==> src/rtl/fp_pack_result.sv <==
// Final packing stage of the floating-point adder: special code plus normal-path fields in,
// one registered IEEE word and flag set out, with a skid register for full-throughput valid/ready.
//
// Ports:
//   clk, rst_n           clock, synchronous active-low reset
//   in_valid/in_ready    upstream handshake (in_ready = !skid_valid, registered)
//   special              2-bit class code from the classifier (`NAN/`INF/`ZERO/`NORMAL)
//   res_sign/exp/mant    normal-path result; res_exp is a biased two's-complement value, E+2 bits
//   out_valid/out_ready  downstream handshake
//   out_fp               packed W-bit result
//   out_flags            {invalid, overflow, underflow, zero}

`ifndef FP32
`define FP32 0
`endif
`ifndef FP64
`define FP64 1
`endif
`ifndef GET_FP_LEN
`define GET_FP_LEN(f) ((f) == `FP64 ? 64 : 32)
`endif
`ifndef GET_EXP_LEN
`define GET_EXP_LEN(f) ((f) == `FP64 ? 11 : 8)
`endif
`ifndef GET_MANTISSA_HIGH
`define GET_MANTISSA_HIGH(f) ((f) == `FP64 ? 51 : 22)
`endif
`ifndef GET_MANTISSA_LOW
`define GET_MANTISSA_LOW(f) 0
`endif
`ifndef NORMAL
`define NORMAL 2'b00
`endif
`ifndef ZERO
`define ZERO 2'b01
`endif
`ifndef INF
`define INF 2'b10
`endif
`ifndef NAN
`define NAN 2'b11
`endif

module fp_pack_result #(
   parameter int data_format = `FP32,
   localparam int W = `GET_FP_LEN(data_format),
   localparam int E = `GET_EXP_LEN(data_format),
   localparam int M = `GET_MANTISSA_HIGH(data_format)
                      - `GET_MANTISSA_LOW(data_format) + 1
) (
   input  logic         clk,
   input  logic         rst_n,
   input  logic         in_valid,
   output logic         in_ready,
   input  logic [1:0]   special,
   input  logic         res_sign,
   input  logic [E+1:0] res_exp,
   input  logic [M-1:0] res_mant,
   output logic         out_valid,
   input  logic         out_ready,
   output logic [W-1:0] out_fp,
   output logic [3:0]   out_flags
);

   localparam logic signed [E+1:0] EXP_MAX  = (E+2)'((1 << E) - 1);
   localparam logic signed [E+1:0] EXP_ZERO = '0;

   logic [W-1:0] pk_fp;
   logic [3:0]   pk_flags;
   logic         skid_valid;
   logic [W-1:0] skid_fp;
   logic [3:0]   skid_flags;
   logic         accept;
   logic         ovf;
   logic         unf;

   assign in_ready = !skid_valid;
   assign accept   = in_valid && in_ready;
   assign ovf      = $signed(res_exp) >= EXP_MAX;
   assign unf      = $signed(res_exp) <= EXP_ZERO;

   always_comb begin
      pk_fp    = '0;
      pk_flags = '0;
      unique case (special)
         `NAN: begin
            // canonical quiet NaN, sign forced positive
            pk_fp    = {1'b0, {E{1'b1}}, 1'b1, {(M-1){1'b0}}};
            pk_flags = 4'b1000;
         end
         `INF: begin
            pk_fp    = {res_sign, {E{1'b1}}, {M{1'b0}}};
         end
         `ZERO: begin
            pk_fp    = {res_sign, {(W-1){1'b0}}};
            pk_flags = 4'b0001;
         end
         default: begin
            if (ovf) begin
               pk_fp    = {res_sign, {E{1'b1}}, {M{1'b0}}};
               pk_flags = 4'b0100;
            end else if (unf) begin
               pk_fp    = {res_sign, {(W-1){1'b0}}};
               pk_flags = 4'b0011;
            end else begin
               pk_fp    = {res_sign, res_exp[E-1:0], res_mant};
            end
         end
      endcase
   end

   always_ff @(posedge clk) begin
      if (!rst_n) begin
         out_valid  <= 1'b0;
         out_fp     <= '0;
         out_flags  <= '0;
         skid_valid <= 1'b0;
         skid_fp    <= '0;
         skid_flags <= '0;
      end else if (skid_valid) begin
         // skid only fills while the output is stalled, so out_valid is 1 here
         if (out_ready) begin
            out_fp     <= skid_fp;
            out_flags  <= skid_flags;
            skid_valid <= 1'b0;
         end
      end else if (accept) begin
         if (!out_valid || out_ready) begin
            out_fp    <= pk_fp;
            out_flags <= pk_flags;
            out_valid <= 1'b1;
         end else begin
            skid_fp    <= pk_fp;
            skid_flags <= pk_flags;
            skid_valid <= 1'b1;
         end
      end else if (out_ready) begin
         out_valid <= 1'b0;
      end
   end

endmodule

==> config.mk <==
export PLATFORM = sky130hd
export DESIGN_NAME = fp_pack_result
export DESIGN_NICKNAME = d
export VERILOG_FILES = /design/src/rtl/fp_pack_result.sv
export SDC_FILE = /design/constraint.sdc
export NUM_CORES = 1
export LEC_CHECK = 0
export ABC_AREA = 1
export ABC_CLOCK_PERIOD_IN_PS = 1500
export BUFFER_PORTS_ARGS = -buffer_cell sky130_fd_sc_hd__buf_4
export CAP_MARGIN = 20
export CORE_ASPECT_RATIO = 1.1
export CORE_MARGIN = 4
export CORE_UTILIZATION = 53
export CTS_CLUSTER_SIZE = 24
export DETAILED_ROUTE_END_ITERATION = 7
export PLACE_DENSITY_LB_ADDON = 0.2
export SLEW_MARGIN = 5
export SYNTH_ARGS = -nofsm -noshare
export SYNTH_HDL_FRONTEND = slang
export SYNTH_SLANG_ARGS = --single-unit
==> constraint.sdc <==
create_clock -name clk -period 1.5 [get_ports clk]
set_input_delay 0.15 -clock clk [delete_from_list [all_inputs] [get_ports clk]]
set_output_delay 0.15 -clock clk [all_outputs]
set_load 0.02 [all_outputs]
Word-level counts from Yosys, hierarchy flattened
Cells that the tools add are included.

Flip-flop bits (word level): 74. Bits in latches: 0. RAM bits: 0. ROM bits: 0. Input bits: 40. Output and inout bits: 38. Word-level logic and storage cells: 46. Memories kept: 0.

Add/sub/neg operators: 0. Multiply operators: 0. Div/mod/pow operators: 0. $lt $le $gt $ge: 2. Equality and inequality tests: 5. Shift operators: 0. Muxes and demuxes: 21. Bitwise gates (word level): 2. Reductions and logical operators: 10.

Operators by type and width (number): $mux W32 (4); $pmux W32 S3 (1); $mux W31 (2); $mux W4 (4); $pmux W4 S3 (1); $ge A10 B9 Y1 const B (1); $le A10 B1 Y1 const B (1); $reduce_and A3 Y1 (3); $mux W1 (7); $reduce_bool A2 Y1 (3); $eq A2 B2 Y1 const B (2); $mux W3 (1); $eq A2 B1 Y1 const B (1); $logic_not A1 Y1 (2); $mux W2 (1); $ne A2 B1 Y1 const B (1); $ne A2 B2 Y1 const B (1); $not A1 Y1 (2); $logic_and A1 B1 Y1 (1); $logic_or A1 B1 Y1 (1).

Longest topological paths before layout
Gate-level depths: netlist of the first run.

Depth in word-level cells: 7. Mapped depth: 11. Gate-level depth less buffers: 10.

Worst setup path after synthesis of the first run
Ideal clock, no wire load.

Path kind: register to register. Start point: register out_valid. End point: register skid_fp[22]. Library setup time: 123 ps. Arrival time: 1264 ps. Required time: 1377 ps. Slack: 113 ps. Cell stages (with the launch flop): 8. Path buffers: 2. Period minus slack after synthesis: 1387 ps. Cell sequence: dfxtp_1 > nand2_1 > nor2_1 > nand2_2 > inv_2 > buf_4 > buf_2 > a31oi_1.

Word-level cells in the longest chain between the ends: 4.

RTL lines: start: declaration (RTL line 59) `output logic out_valid,`; start signal: assignment (RTL line 114) `out_valid <= 1'b0;`; start signal: assignment (RTL line 131) `out_valid <= 1'b1;`; start signal: assignment (RTL line 138) `out_valid <= 1'b0;`; $logic_not A1 Y1 (RTL line 128) `if (!out_valid || out_ready) begin`; $logic_or A1 B1 Y1 (RTL line 128); $not A1 Y1 (no source line); $reduce_and A3 Y1 (no source line); end signal: assignment (RTL line 133) `skid_fp <= pk_fp;`; end: declaration (RTL line 71) `logic [W-1:0] skid_fp;`.

No other way between the ends. A chain may end at the register's enable or synchronous reset.

Worst setup path after layout of the first run
Start point: register skid_valid. End point: output in_ready.

Word-level cells in the longest chain between the ends: 1.

RTL lines: start: declaration (RTL line 70) `logic skid_valid;`; start signal: assignment (RTL line 117) `skid_valid <= 1'b0;`; start signal: assignment (RTL line 125) `skid_valid <= 1'b0;`; start signal: assignment (RTL line 135) `skid_valid <= 1'b1;`; $logic_not A1 Y1 (RTL line 77) `assign in_ready = !skid_valid;`; end: declaration (RTL line 54) `output logic in_ready,`.

No other way between the ends.

==> reports/metrics.cfg, run 1 <==
[synthesis]
netlist_instances=435
synth-async-reset-ratio_pct=0
ys_ff_latch=74
netlist_area_sq_mm=0.00327
synth_simple_gate_area_share_pct=18.3
synth_top_family_by_area=compound AO/OA/AOI/OAI gates
synth_compound_area_share_pct=27.6
synth_ff_type=dfxtp_1
syn-num-nets=475
synth_top_area_share_pct=45.3
synth.area.top_cells=dfxtp_1, a21oi_1, o21ai_0
synth-xor-area-share_pct=0
synth_most_common_cell=a21oi_1
synth_top_area_cell=dfxtp_1
synth-edff-count=0
seq_area_frac_synth_pct=45.3
synth_common_cells=a21oi_1, dfxtp_1, o21ai_0, nand2_1, nand3_1
synth.avg_cell_area_sq_um=7.52
yosys.cell_types.count=26
synth-adder-area-share_pct=0
ys_warn_count=0
synthMuxAreaShare_pct=0

[power]
ir_drop_uv=695
total_leakage_power_uw=0.00183
p_per_area_mw_per_mm2=1070

[floorplan]
rows=29
core_area_sq_mm=0.00588
die-width_microns=82.9
dieArea_sq_mm=0.00750
die_y_microns=90.4
initial_core_util_pct=55.7
io_pins=78

[drt]
highest_layer=met4
wl_met3_microns=533
drc=0
dr.pass1.iters=5
route.met2.wl_mm=4.48
vias=3362
met1Wirelength_mm=3.78
vias_per_cell=5.71
detail_route.iter0.violations=251
route.antenna.remaining_nets=0
wl_mm=8.91
wl_per_cell_microns=15.1

[timing]
rsz0062_at_grt=false
fin_worst_skew_ns=0.00861
fin_crit_sh_pct=92.8
worstMarginPinSlew_ns=0.373
hold_viol=0
max-slew-margin-rel_pct=75.1
setup_violations=0
slew_viol_final=0
fmax_mhz=718
final.min_clock_period_ns=1.39
setup_tns_ns=0

[place]
io_buffers=77
place_hpwl_mm=5.85
dpl-instance-area_sq_mm=0.00395
place.gp.congestion=0.856

[global_routing]
grt_max_degree=45
first_global_vias=3135
grtUsageTotal_pct=23.1
grt_pass1_wl_mm=14.5
antenna_found_initial=0
grt_overflow=0

[status]
outcome=completed

[cts]
cts_tree=done
root_buffer=clkbuf_8
insertion_delay_ns=0.34
clock_sinks=74
cts_htree_levels=3
cts_buffers=9
clock_path_buffers=2
cts.reportedPaths.clkPinSlew_ns=0.08

[setup_path]
rr_startpoint=skid_valid
ff2ff_setup_slack_ns=0.13
worst-endpoint-arrival_ns=1.24
cp-startpoint=skid_valid
cp-start-kind=flip-flop
crit_type=flip-flop to primary output
crit_path_max_incr_delay_ns=0.43
cpMaxStageDelayCell=dfxtp_2
path_buf_inv=3
rr_worst_depth=6
crit_end=in_ready
setup.worst_path.end_class=primary output
crit_top_cell=buf_4
crit_required_ns=1.35
reg2reg_to=out_fp[6]
path_delay_family=buffers and inverters
path_cells=clkinvlp_4 > buf_4 > buf_4
path_depth=3
crit_fanout=8

[flow_run]
drv_cap=0

[layout]
nets=547
finalInstanceArea_sq_mm=0.00419
area_growth_pct=27.9
drive_gt1_share_pct=25.4
antenna-diode-count=0

[min_path]
hp-class=input pin to flip-flop

==> per-stage QoR <==
stage	setup WS, ns	power (uW)	utilization, %	std cells	hold WS, ns
after detailed placement	0.131	2980	67.2	571	0.445
after global placement	0.175	2970	67.2	571	0.439
after floorplan	0.113	2640	-	435	0.308
after CTS	0.104	4500	70.8	588	0.0710
after global routing	0.0324	4690	71.2	589	0.0652
final	0.107	4490	71.2	589	0.0805
==> flip-flops by register name, summed over array words and instances, names as in the netlist <==
| name | count |
|---|---|
| out_fp | 32 |
| out_flags | 4 |
| out_valid | 1 |
| skid_flags | 4 |
| skid_valid | 1 |
| skid_fp | 32 |
==> metal layers <==
metal  GRT usage [%]  up-vias
li1                -     1661
met1            28.4     1564
met2            40.0      127
met3            4.20       10
met4            8.86        0
met5               0        -
==> repair_timing <==
| action | 4_1_cts | 5_1_grt |
|---|---|---|
| endpoints found under the setup margin | 1 | 1 |
| pin swaps | 0 | 0 |
| setup buffers | 1 | 0 |
| cloned | 0 | 1 |
| hold buffers | 0 | 0 |
| gates resized for setup | 2 | 1 |
==> power by group <==
part | switching (uW) | total, uW | internal [uW]
Combinational | 466 | 800 | 334
Clock | 761 | 1530 | 772
Sequential | 65.1 | 2150 | 2090
Total | 1290 | 4490 | 3190
==> how the worst min path moves through the flow <==
| stage | to | from | depth (start not counted) |
|---|---|---|---|
| after CTS | skid_fp[9] | res_mant[9] | 3 |
| after floorplan | skid_fp[0] | res_mant[0] | 2 |
| after detailed placement | skid_fp[20] | res_mant[20] | 3 |
| after global placement | skid_fp[4] | res_mant[4] | 3 |
| final | skid_fp[10] | res_mant[10] | 3 |
| after global routing | skid_fp[11] | res_mant[11] | 3 |
==> area by class of cell <==
cell class | instances | area (sq um)
Clock inverter | 6 | 66.3
Multi-Input combinational cell | 299 | 1500
Fill cell | 494 | 1690
Timing Repair Buffer | 100 | 818
Inverter | 23 | 90.1
Clock buffer | 10 | 128
Tap cell | 77 | 96.3
Sequential cell | 74 | 1480
==> worst register-to-register path, cell delays in order (launching register included) <==
cell	delay, ns
dfxtp_2	0.38
or2_1	0.28
nand3_4	0.09
inv_2	0.05
buf_4	0.19
o21ai_0	0.21
a21oi_1	0.07
==> placed cells by master (no fill, tap or decap), types with 7 or more instances in the layout <==
master / instances
nand2_1: 43
clkbuf_8: 9
nand4_1: 22
dfxtp_1: 72
nor2_1: 21
nand3_1: 24
a21oi_1: 94
a31oi_1: 7
inv_1: 18
o21ai_1: 10
o21ai_0: 65
buf_4: 95
==> cell families (layout without fill, tap and decap cells) <==
group | count (synthesis) | in the layout
AO/OA/AOI/OAI | 178 | 178
AND/OR/NAND/NOR | 121 | 121
flip-flops | 74 | 74
buffers and inverters | 62 | 139
No activity file was read; power rests on OpenSTA's default activity.
==> inputs of run 2 (changes only) <==
Settings changed: CAP_MARGIN 20 to default, RECOVER_POWER from default to 25.
==> run 2 against run 1 <==
Via count fell by 0.24%. Final cell count did not move. Die area did not move. Largest power group unchanged. Critical path depth did not move. Combinational power fell by 6.0%. Power fell by 1.1%. Sequential power barely moved. Setup slack improved by 0.0024 ns. Critical endpoint unchanged.
==> reports/metrics.cfg, run 2 (synthesis results as in run 1) <==
[status]
outcome=completed

[drt]
dr.pass1.iters=5  ; unchanged
drc=0  ; unchanged
route.antenna.remaining_nets=0  ; unchanged
detail_route.iter0.violations=265  ; +5.6%
wl_mm=8.89  ; -0.25%
vias_per_cell=5.69  ; -0.24%
vias=3354  ; -0.24%
wl_per_cell_microns=15.1  ; -0.25%

[floorplan]
initial_core_util_pct=55.7  ; unchanged
die-width_microns=82.9  ; unchanged
io_pins=78  ; unchanged
dieArea_sq_mm=0.00750  ; unchanged
core_area_sq_mm=0.00588  ; unchanged
rows=29  ; unchanged
die_y_microns=90.4  ; unchanged

[cts]
cts_hold_buf=0  ; unchanged
cts_tree=done
root_buffer=clkbuf_8
cts_buffers=9  ; unchanged
clock_sinks=74  ; unchanged
clock_path_buffers=2  ; unchanged
cts.reportedPaths.clkPinSlew_ns=0.08  ; about the same
cts_htree_levels=3  ; unchanged
insertion_delay_ns=0.34  ; about the same

[min_path]
hold_end=skid_fp[17]
hold_start=res_mant[17]
hp-class=input pin to flip-flop
hold_path_depth=3  ; unchanged

[setup_path]
reg2reg_to=out_fp[6]
rr_startpoint=skid_valid
rr_worst_depth=6  ; unchanged
worst-endpoint-arrival_ns=1.24  ; about the same
crit_type=flip-flop to primary output
crit_required_ns=1.35  ; about the same
setup.worst_path.end_class=primary output
ff2ff_setup_slack_ns=0.12  ; about the same
cp-start-kind=flip-flop
crit_fanout=8  ; unchanged

[global_routing]
busiest_layer=met2
grt_overflow=0  ; unchanged
met3_usage_pct=4.20  ; unchanged
first_global_vias=3135  ; unchanged
grt_use_met2_pct=40.0  ; unchanged
grt_max_degree=45  ; unchanged
antenna_found_initial=0  ; unchanged
grt_pass1_wl_mm=14.5  ; unchanged
grt_use_met1_pct=28.4  ; unchanged
grtUsageTotal_pct=23.1  ; unchanged

[timing]
fin_worst_skew_ns=0.00716  ; -0.00145 ns
fin_crit_sh_pct=92.7  ; -0.16 points
rsz0062_at_grt=false
slew_viol_final=0  ; unchanged
setup_tns_ns=0  ; unchanged
max-slew-margin-rel_pct=75.2  ; about the same
fmax_mhz=719  ; +0.17%
hold_viol=0  ; unchanged
worstMarginPinSlew_ns=0.372  ; -0.000829 ns
final.min_clock_period_ns=1.39  ; -0.00240 ns
setup_violations=0  ; unchanged

[layout]
antenna-diode-count=0  ; unchanged
drive_gt1_share_pct=20.1  ; -5.3 points
nets=547  ; unchanged
final_cell_mix=a21oi_1, dfxtp_1, buf_4
final_common_cell=a21oi_1
reg.largest.list=out_fp (32), skid_fp (32)
area_growth_pct=24.8
final_core_util_pct=69.5  ; -1.7 points

[place]
place.gp.congestion=0.856  ; unchanged
io_buffers=77  ; unchanged
place_hpwl_mm=5.85  ; unchanged

[power]
total_leakage_power_uw=0.00172  ; -6.0%
ir_drop_uv=689  ; -0.76%
p_per_area_mw_per_mm2=1090  ; +1.3%

[flow_run]
drv_cap=0  ; unchanged

[run 2: cell types whose count changed in the layout (fill, tap and decap cells not counted)]
| cell | change |
|---|---|
| clkbuf_1 | +27 |
| buf_4 | -27 |
[run 2: metal layers]
| layer | part of all wire [%] | up-vias | wire [microns] |
|---|---|---|---|
| met5 | 0 | - | 0 |
| met4 | 1.7 | 0 | 150 |
| met3 | 5.0 | 15 | 444 |
| met2 | 50 | 113 | 4410 |
| met1 | 44 | 1562 | 3890 |
| li1 | - | 1664 | - |
[run 2: through the flow]
stage | hold slack (ns) | setup slack (ns) | area (sq um) | instances | total power (uW)
after floorplan | 0.308 | 0.113 | 3270 | 435 | 2640
after global placement | 0.439 | 0.175 | 3950 | 571 | 2970
after detailed placement | 0.445 | 0.131 | 3950 | 571 | 2980
after CTS | 0.0710 | 0.104 | 4160 | 588 | 4500
after global routing | 0.0652 | 0.0324 | 4080 | 589 | 4640
final | 0.0812 | 0.110 | 4080 | 589 | 4440
[run 2: where the power goes]
part           leakage (uW)  internal [uW]  total (uW)  switching (uW)
Sequential         0.000607           2090        2150            63.9
Clock             0.0000889            772        1530             761
Combinational       0.00103            286         752             466
Total               0.00172           3150        4440            1290
[run 2: worst max path at each step]
stage / startpoint / end / slack, ns / cells past startpoint
2_1_floorplan: out_valid / skid_fp[22] / 0.11 / 7
3_3_place_gp: out_valid / skid_fp[30] / 0.18 / 7
3_5_place_dp: skid_valid / out_fp[6] / 0.13 / 6
4_1_cts: skid_valid / in_ready / 0.10 / 3
5_1_grt: skid_valid / out_fp[30] / 0.03 / 6
6_report: skid_valid / in_ready / 0.11 / 3
[run 2: final cells by class]
type                    instances  area, sq um
clock buffers                  10          128
multi-input cells             299         1500
clock inverters                 6         66.3
repair buffers                100          717
fillers                       503         1790
inverters                      23         90.1
flip-flops and latches         74         1480
well taps                      77         96.3
[run 2: what timing repair did]
item,4_1_cts,5_1_grt
hold endpoints to repair,0,0
setup endpoints to repair,1,1
resized for setup,2,1
setup buffers,1,0
cloned,0,1
[run 2: worst max-delay path: stages, from the launching register on]
cell	delay [ns]
dfxtp_2	0.43
clkinvlp_4	0.14
buf_4	0.17
buf_4	0.15
==> inputs of run 3 (changes only) <==
Settings changed: CORE_MARGIN 4 to 2.
==> run 3 against run 2 <==
Sequential power hardly changed. First-iteration DRC count is 11% higher. Final area is 0.77% lower. Global-route usage is 3.7 points higher. Non-clock buffer count is 8 lower. Highest routed layer unchanged. Count of clock-buffer cells in the layout is 4 higher. Critical path depth stayed put. Routed wire length is 0.14% lower. Worst hold slack better by 0.0025 ns. Die area is 9.0% lower. Combinational power is 2% lower.
==> reports/metrics.cfg, run 3 (synthesis results as in run 1) <==
[power]
total_leakage_power_uw=0.00169  ; -1.6%
p_int_uw=3220  ; +2.4%
swShare_pct=27.9  ; -1.2 points
ir_drop_uv=676  ; -1.9%
pwr-share-clk_pct=35.2  ; +0.7 points
switchingPower_uw=1240  ; -3.6%
p_comb_share_pct=16.6  ; -0.3 points
p_per_area_mw_per_mm2=1100  ; +1.4%
seqPwrFrac_pct=48.2  ; -0.3 points
finalPower_uw=4460  ; +0.62%

[layout]
nets=539  ; -1.5%
final_common_cell=a21oi_1
final_cell_mix=a21oi_1, dfxtp_1, o21ai_0
drive_gt1_share_pct=18.5  ; -1.7 points
antenna-diode-count=0  ; unchanged
nFillCells=542  ; +7.8%
final_core_util_pct=66.6  ; -2.8 points
reg.largest.list=out_fp (32), skid_fp (32)
area_growth_pct=23.9

[global_routing]
grt_max_degree=45  ; unchanged
grt_pass1_wl_mm=14.5  ; +0.38%
antenna_found_initial=0  ; unchanged
first_global_vias=3184  ; +1.6%
grtUsageTotal_pct=26.8  ; +3.7 points
grt_overflow=0  ; unchanged

[drt]
wl_per_cell_microns=15.2  ; +0.72%
vias=3356  ; +0.060%
wl_mm=8.88  ; -0.14%
detail_route.iter0.violations=294  ; +11%
vias_per_cell=5.75  ; +0.92%
dr.pass1.iters=5  ; unchanged
drc=0  ; unchanged
route.antenna.remaining_nets=0  ; unchanged

[cts]
cts_tree=done
root_buffer=clkbuf_8
insertion_delay_ns=0.34  ; about the same
cts_buffers=9  ; unchanged
cts_htree_levels=3  ; unchanged
cts.reportedPaths.clkPinSlew_ns=0.08  ; about the same
clock_path_buffers=2  ; unchanged
clock_sinks=74  ; unchanged

[place]
io_buffers=77  ; unchanged
place.gp.congestion=0.795  ; -7.1%
place_hpwl_mm=5.43  ; -7.2%
place_ws_ns=-0.0877  ; -0.219 ns

[setup_path]
cp-startpoint=skid_valid
worst-endpoint-arrival_ns=1.24  ; about the same
rr_worst_depth=8  ; +2
crit_fanout=7  ; -1
ff2ff_setup_slack_ns=0.12  ; about the same
crit_required_ns=1.35  ; about the same
reg2reg_to=skid_fp[27]
cp-start-kind=flip-flop
setup.worst_path.end_class=primary output
crit_end=in_ready
crit_type=flip-flop to primary output
rr_startpoint=out_valid

[timing]
max-slew-margin-rel_pct=77.4  ; +2.2 points
final.min_clock_period_ns=1.39  ; +0.000411 ns
setup_slack_ns=0.109  ; -0.000411 ns
fin_crit_sh_pct=92.7  ; about the same
fin_worst_skew_ns=0.0116  ; +0.00442 ns
slew_viol_final=0  ; unchanged
fmax_mhz=719  ; about the same
setup_violations=0  ; unchanged
worstMarginPinSlew_ns=0.339  ; -0.0328 ns
rsz0062_at_grt=false
setup_tns_ns=0  ; unchanged
hold_viol=0  ; unchanged
whs_ns=0.0837  ; +0.00248 ns

[floorplan]
io_pins=78  ; unchanged
dieArea_sq_mm=0.00682  ; -9.0%
initial_core_util_pct=53.8  ; -1.9 points
core_area_sq_mm=0.00608  ; +3.4%
rows=30  ; +3.4%
die_y_microns=86.4  ; -4.4%
die-width_microns=78.9  ; -4.8%

[min_path]
hp-class=input pin to flip-flop

[status]
outcome=completed

[flow_run]
drv_cap=0  ; unchanged

## run 3: cell count changes in the layout (fill, tap and decap cells not counted), moves of 2 or more
cell	before	now
buf_4	68	57
clkbuf_1	28	31
clkbuf_8	9	11
clkinvlp_4	4	1
## run 3: layer usage
metal / GRT usage (%) / up-vias / share of wire (%)
met5: 0 / - / 0
met4: 11.8 / 0 / 1.9
met1: 33.7 / 1556 / 43
met3: 4.58 / 15 / 6.3
li1: - / 1645 / -
met2: 45.3 / 140 / 49
## run 3: worst min path at each step
stage | from | to | cells past startpoint | slack (ns)
floorplan | res_mant[0] | skid_fp[0] | 2 | 0.31
global placement | res_mant[3] | skid_fp[3] | 3 | 0.44
detailed placement | res_mant[5] | skid_fp[5] | 3 | 0.44
CTS | res_mant[5] | skid_fp[5] | 3 | 0.07
global route | res_mant[11] | out_fp[11] | 3 | 0.08
finish | res_mant[20] | skid_fp[20] | 3 | 0.08
## run 3: what timing repair did
item	CTS	global route
gates resized for setup	2	5
setup endpoints to repair	36	37
endpoints found under the hold margin	0	0
hold buffers	0	0
cloned	0	1
buffers inserted	1	0
## run 3: layout make-up
| class | count | area (sq um) | share of cell area [%] |
|---|---|---|---|
| clock inverter | 2 | 35.0 | 0.864 |
| multi-input combinational | 299 | 1510 | 37.2 |
| inverter | 23 | 95.1 | 2.35 |
| timing repair buffer | 92 | 669 | 16.5 |
| sequential | 74 | 1480 | 36.6 |
| clock buffer | 14 | 163 | 4.01 |
| tap | 80 | 100 | 2.47 |
## run 3: worst max-delay path, cell delays in order, from the launching register on
cell        delay [ns]
dfxtp_2           0.43
clkinvlp_4        0.15
buf_4             0.17
buf_4             0.15
## run 3: metrics by stage
step / instance area [sq um] / std cells
2_1_floorplan: 3270 / 435
3_3_place_gp: 3910 / 566
3_5_place_dp: 3910 / 566
4_1_cts: 4120 / 583
5_1_grt: 4050 / 584
6_report: 4050 / 584
## run 3: power groups by stage
stage / clock network (uW) / logic [uW] / registers, uW
floorplan: 0 / 354 / 2280
global placement: 0 / 754 / 2190
detailed placement: 0 / 769 / 2200
global route: 1670 / 813 / 2160
CTS: 1590 / 777 / 2150
finish: 1570 / 739 / 2150
